`src/rtl/voice_allocator.sv`:
```
// ---------------------------------------------------------------------------
// voice_allocator
// Polyphonic voice allocator. Takes note-on / note-off events and binds every
// sounding note to one of NUM_VOICES voices, then presents a per-voice NCO
// divider. An idle voice presents divider 0. That value is below the NCO
// minimum, so the channel manager treats the channel as disabled.
//
// Each accepted event walks the voices one per cycle (SCAN). During the walk it
// records the first voice already holding the key and the lowest free voice.
// A single COMMIT cycle then applies one action. A voice is never stolen.
//
// Ports
//   sys_clk       pipeline clock
//   sys_rst       asynchronous active-high reset
//   evt_valid     event present
//   evt_ready     allocator idle and able to accept an event
//   evt_on        1 = note-on, 0 = note-off
//   evt_note      key number
//   evt_div       NCO divider for note-on (ignored for note-off)
//   panic         all-notes-off, sampled on every edge
//   voice_div     flattened dividers, voice v at [v*D_W +: D_W]
//   voice_active  voice ownership flags
//   alloc_fail    one-cycle pulse when a note-on is dropped
// ---------------------------------------------------------------------------
module voice_allocator #(
    parameter int NUM_VOICES = 4,
    parameter int D_W        = 16,
    parameter int NOTE_W     = 7,
    parameter int MIN_DIV    = 4
) (
    input  logic                      sys_clk,
    input  logic                      sys_rst,
    input  logic                      evt_valid,
    output logic                      evt_ready,
    input  logic                      evt_on,
    input  logic [NOTE_W-1:0]         evt_note,
    input  logic [D_W-1:0]            evt_div,
    input  logic                      panic,
    output logic [NUM_VOICES*D_W-1:0] voice_div,
    output logic [NUM_VOICES-1:0]     voice_active,
    output logic                      alloc_fail
);

    localparam int IDX_W = $clog2(NUM_VOICES);

    typedef enum logic [1:0] {
        ST_IDLE,
        ST_SCAN,
        ST_COMMIT
    } state_t;

    state_t                r_state;
    logic [IDX_W-1:0]      r_idx;
    logic                  r_ready;
    logic                  r_fail;

    // Event latched at accept; the live inputs are ignored until the next accept.
    logic                  r_on;
    logic [NOTE_W-1:0]     r_note;
    logic [D_W-1:0]        r_div;

    logic                  r_match_hit;
    logic [IDX_W-1:0]      r_match_idx;
    logic                  r_free_hit;
    logic [IDX_W-1:0]      r_free_idx;

    logic [NOTE_W-1:0]     r_voice_note [NUM_VOICES];
    logic [D_W-1:0]        r_voice_div  [NUM_VOICES];
    logic [NUM_VOICES-1:0] r_voice_active;

    logic                  w_scan_active;
    logic [NOTE_W-1:0]     w_scan_note;

    assign w_scan_active = r_voice_active[r_idx];
    assign w_scan_note   = r_voice_note[r_idx];

    always_ff @(posedge sys_clk or posedge sys_rst) begin
        if (sys_rst) begin
            r_state        <= ST_IDLE;
            r_idx          <= '0;
            r_ready        <= 1'b1;
            r_fail         <= 1'b0;
            r_on           <= 1'b0;
            r_note         <= '0;
            r_div          <= '0;
            r_match_hit    <= 1'b0;
            r_match_idx    <= '0;
            r_free_hit     <= 1'b0;
            r_free_idx     <= '0;
            r_voice_active <= '0;
            for (int v = 0; v < NUM_VOICES; v++) begin
                r_voice_note[v] <= '0;
                r_voice_div[v]  <= '0;
            end
        end else if (panic) begin
            // Panic wins over everything, including a COMMIT on this edge.
            // The in-flight event is discarded silently.
            r_state        <= ST_IDLE;
            r_idx          <= '0;
            r_ready        <= 1'b1;
            r_fail         <= 1'b0;
            r_voice_active <= '0;
            for (int v = 0; v < NUM_VOICES; v++) begin
                r_voice_div[v] <= '0;
            end
        end else begin
            r_fail <= 1'b0;
            case (r_state)
                ST_IDLE: begin
                    if (evt_valid && r_ready) begin
                        r_on        <= evt_on;
                        r_note      <= evt_note;
                        r_div       <= evt_div;
                        r_match_hit <= 1'b0;
                        r_free_hit  <= 1'b0;
                        r_idx       <= '0;
                        r_ready     <= 1'b0;
                        r_state     <= ST_SCAN;
                    end
                end
                ST_SCAN: begin
                    if (w_scan_active && (w_scan_note == r_note) && !r_match_hit) begin
                        r_match_hit <= 1'b1;
                        r_match_idx <= r_idx;
                    end
                    // The first free voice seen is the lowest-index free voice.
                    if (!w_scan_active && !r_free_hit) begin
                        r_free_hit <= 1'b1;
                        r_free_idx <= r_idx;
                    end
                    r_idx <= r_idx + 1'b1;
                    if (r_idx == IDX_W'(NUM_VOICES - 1)) begin
                        r_state <= ST_COMMIT;
                    end
                end
                ST_COMMIT: begin
                    if (r_on) begin
                        if (r_div < D_W'(MIN_DIV)) begin
                            r_fail <= 1'b1;
                        end else if (r_match_hit) begin
                            // Retrigger keeps the key in a single voice.
                            r_voice_div[r_match_idx] <= r_div;
                        end else if (r_free_hit) begin
                            r_voice_note[r_free_idx]   <= r_note;
                            r_voice_div[r_free_idx]    <= r_div;
                            r_voice_active[r_free_idx] <= 1'b1;
                        end else begin
                            r_fail <= 1'b1;
                        end
                    end else if (r_match_hit) begin
                        r_voice_active[r_match_idx] <= 1'b0;
                        r_voice_div[r_match_idx]    <= '0;
                    end
                    r_ready <= 1'b1;
                    r_state <= ST_IDLE;
                end
                default: begin
                    r_ready <= 1'b1;
                    r_state <= ST_IDLE;
                end
            endcase
        end
    end

    // Idle voices present divider 0.
    generate
        for (genvar gi = 0; gi < NUM_VOICES; gi++) begin : g_voice_out
            assign voice_div[gi*D_W +: D_W] = r_voice_active[gi] ? r_voice_div[gi] : '0;
        end
    endgenerate

    assign voice_active = r_voice_active;
    assign evt_ready    = r_ready;
    assign alloc_fail   = r_fail;

endmodule

```
`config.mk`:
```
export PLATFORM = sky130hd
export DESIGN_NAME = voice_allocator
export DESIGN_NICKNAME = d
export VERILOG_FILES = /design/src/rtl/voice_allocator.sv
export SDC_FILE = /design/constraint.sdc
export NUM_CORES = 1
export LEC_CHECK = 0
export ABC_AREA = 1
export CORE_MARGIN = 1.5
export CORE_UTILIZATION = 45
export CTS_CLUSTER_DIAMETER = 120
export CTS_CLUSTER_SIZE = 16
export DETAILED_ROUTE_END_ITERATION = 16
export PLACE_DENSITY = 0.77
export REMOVE_ABC_BUFFERS = 1
export SYNTH_ARGS = -nofsm -noshare
export SYNTH_HDL_FRONTEND = slang
export SYNTH_SLANG_ARGS = --single-unit
```
`constraint.sdc`:
```
create_clock -name sys_clk -period 5.12 [get_ports sys_clk]
set_input_delay 1.28 -clock sys_clk [delete_from_list [all_inputs] [get_ports sys_clk]]
set_output_delay 1.28 -clock sys_clk [all_outputs]
set_load 0.02 [all_outputs]
```
==> impl_metrics.json <==
{
  "grt_usage_pct": 23.4,
  "synthesis.instances": 1068,
  "io_buffers": 97,
  "internal_power_uw": 2430,
  "die-area_sq_um": 18000,
  "clk_pin_slew_ns": 0.06,
  "initial_utilization_pct": 46.5,
  "rsz0062_at_grt": "false",
  "r2r_cells": 8,
  "cp.depth": 3,
  "cts_tree": "yes",
  "dpl.hpwl_um": 12700,
  "num_rows": 47,
  "root_buffer": "clkbuf_16",
  "critPathKind": "flop to output pin",
  "cp_cell_sequence": "nand2_1, inv_1, clkdlybuf4s50_1",
  "switchingPower_uw": 1510,
  "relSlewSlack_pct": 18.1,
  "via_per_inst": 5.33,
  "drt_iter0_drc": 643,
  "sw_frac_of_total_pct": 38.4,
  "post_cts_buffers": 0,
  "tns_ns": 0,
  "cp-start-kind": "flop",
  "timing.rr.start": "r_match_idx[0]",
  "synth.distinct_cells": 35,
  "yosys-top-cells-count": "nand2_1, o21ai_0, dfrtp_1, inv_1, nand3_1",
  "first_pass_iters": 6,
  "wl_um": 20300,
  "yosysTopAreaCell": "dfrtp_1",
  "cts_resized": 0,
  "antenna_found_initial": 0,
  "crit_arrival_ns": 2.12,
  "hold_viol_final": 0,
  "drv_cap": 0,
  "clkPwrFrac_pct": 30.9,
  "hold_path.class": "flop to flop",
  "worstReg2RegEnd": "r_voice_div[20]",
  "syn_area_sq_um": 7760,
  "cts_hold_buf": 0,
  "place_congestion": 0.808,
  "yosysTopAreaCellShare_pct": 42.3,
  "cp_max_fo": 21,
  "p_seq_share_pct": 38.2,
  "setup_viol_count_final": 0,
  "async_reset_ff_share_pct": 100,
  "power_uw": 3940,
  "syn_avg_cell_area_sq_um": 7.26,
  "wl_per_cell_um": 15.0,
  "die_h_um": 134,
  "slew_viol_final": 0,
  "crit_required_ns": 3.84,
  "r2r_slack_ns": 2.22,
  "clk_latency_ns": 0.42,
  "grt_max_degree": 103,
  "post-synth-top-count-cell": "nand2_1",
  "yosys_warnings": 0,
  "power.density_nw_per_um2": 427,
  "nets": 1148,
  "synthFlopType": "dfrtp_1",
  "routed-via-count": 7203,
  "numCtsBuffers": 17,
  "slowest_stage": "dfrtp_1",
  "clock_skew_ns": 0.0108,
  "ir_drop_mv": 0.292,
  "crit_buf_inv": 2,
  "seq_area_frac_synth_pct": 42.6,
  "final_util_pct": 55.2,
  "worstSetupStartpoint": "voice_active[1]",
  "area_growth_pct": 18.9,
  "ant_nets": 0,
  "htree_levels": 4,
  "ys_ff_latch": 132,
  "cts_num_sinks": 132,
  "final.min_clock_period_ns": 3.40,
  "worstMarginPinSlew_ns": 1.23,
  "grt_overflow": 0,
  "crit_path_end": "voice_div[19]",
  "drive_gt1_share_pct": 9.45,
  "crit_family": "flip-flops",
  "grt_pass1_vias": 6689,
  "drc": 0,
  "grt_first_pass_wirelength_um": 33600,
  "synthTopCellsByArea": "dfrtp_1, nand2_1, o21ai_0",
  "cts_buffer_depth": 2,
  "core-area_sq_um": 16700,
  "status": "finished clean",
  "antenna_cells": 0,
  "fill_cells": 1591,
  "die_x_um": 134,
  "period_share_pct": 66.4,
  "slowest_delay_ns": 0.82,
  "combPwrFrac_pct": 30.9,
  "fmax_mhz": 294,
  "leakage_uw": 0.00455,
  "ios": 98,
  "endpoint_kind": "output pin",
  "synth_edf_count": 0
}
-- routing by layer --
layer / share of wire (%) / up-vias / wire [um] / GRT usage [%]
met3: 6.5 / 49 / 1330 / 4.31
met4: 3.4 / 0 / 691 / 10.5
met2: 47 / 282 / 9500 / 36.9
met5: 0 / - / 0 / 0
met1: 43 / 3349 / 8760 / 31.6
li1: - / 3523 / - / -
-- cell type report --
cell class,instances,area (sq um),area share (%)
Tap cell,220,275,2.98
Sequential cell,132,3300,35.8
Inverter,110,415,4.50
Clock inverter,14,150,1.63
Clock buffer,18,439,4.76
Multi-Input combinational cell,756,3620,39.2
Timing Repair Buffer,102,1020,11.1
-- worst min-delay path by stage --
stage | cells past startpoint | end | slack, ns | startpoint
4_1_cts | 1 | r_voice_note[7] | 0.49 | r_voice_note[7]
5_1_grt | 1 | r_voice_note[8] | 0.51 | r_voice_note[8]
2_1_floorplan | 1 | r_voice_note[14] | 0.46 | r_voice_note[14]
3_3_place_gp | 1 | r_voice_note[1] | 0.47 | r_voice_note[1]
6_report | 1 | r_voice_note[7] | 0.49 | r_voice_note[7]
3_5_place_dp | 1 | r_voice_note[7] | 0.48 | r_voice_note[7]
-- logic make-up (layout without fill, tap and decap cells) --
family / count (synthesis) / in the layout / synth area share (%)
AO/OA/AOI/OAI: 237 / 237 / 17.1
adder cells (fa/ha/maj): 1 / 1 / 0.161
buffers and inverters: 180 / 244 / 10.9
flip-flops: 132 / 132 / 42.6
AND/OR/NAND/NOR: 518 / 518 / 29.3
-- flip-flops by register name, summed over array words and instances (netlist names) --
name          cells
r_free_idx        2
evt_ready         1
voice_active      4
r_div            16
alloc_fail        1
r_note            7
r_idx             2
r_free_hit        1
r_on              1
r_match_idx       2
r_voice_note     28
r_state           2
r_voice_div      64
r_match_hit       1
-- power by group through the flow --
stage	sequential [uW]	combinational [uW]	clock, uW
finish	1500	1220	1220
global route	1540	1370	1290
CTS	1500	1210	1240
detailed placement	1520	1210	0
global placement	1510	1180	0
floorplan	1480	814	0
-- placed cells by master (no fill, tap or decap), types with 3 or more instances in the layout --
cell / count
nand2_1: 368
o21ai_0: 139
dfrtp_1: 131
inv_1: 98
clkdlybuf4s50_1: 97
nand3_1: 96
o21ai_1: 50
nand2_2: 21
o21a_1: 20
o21ai_2: 19
clkbuf_16: 17
nor2_1: 12
inv_2: 10
nand3_4: 5
inv_6: 5
a21oi_1: 4
buf_4: 4
nor2_2: 3
nand3_2: 3
nor2_4: 3
o311ai_0: 3
clkinv_2: 3
clkinvlp_4: 3
-- stage by stage --
step	area [sq um]	std cells	hold WS [ns]	worst slack, ns
final	9220	1352	0.491	1.72
after global routing	9220	1352	0.511	1.60
after CTS	9220	1352	0.495	1.70
after detailed placement	8630	1320	0.481	1.58
after global placement	8630	1320	0.472	1.66
after floorplan	7330	998	0.464	0.316
No activity file was read; power rests on OpenSTA's default activity.
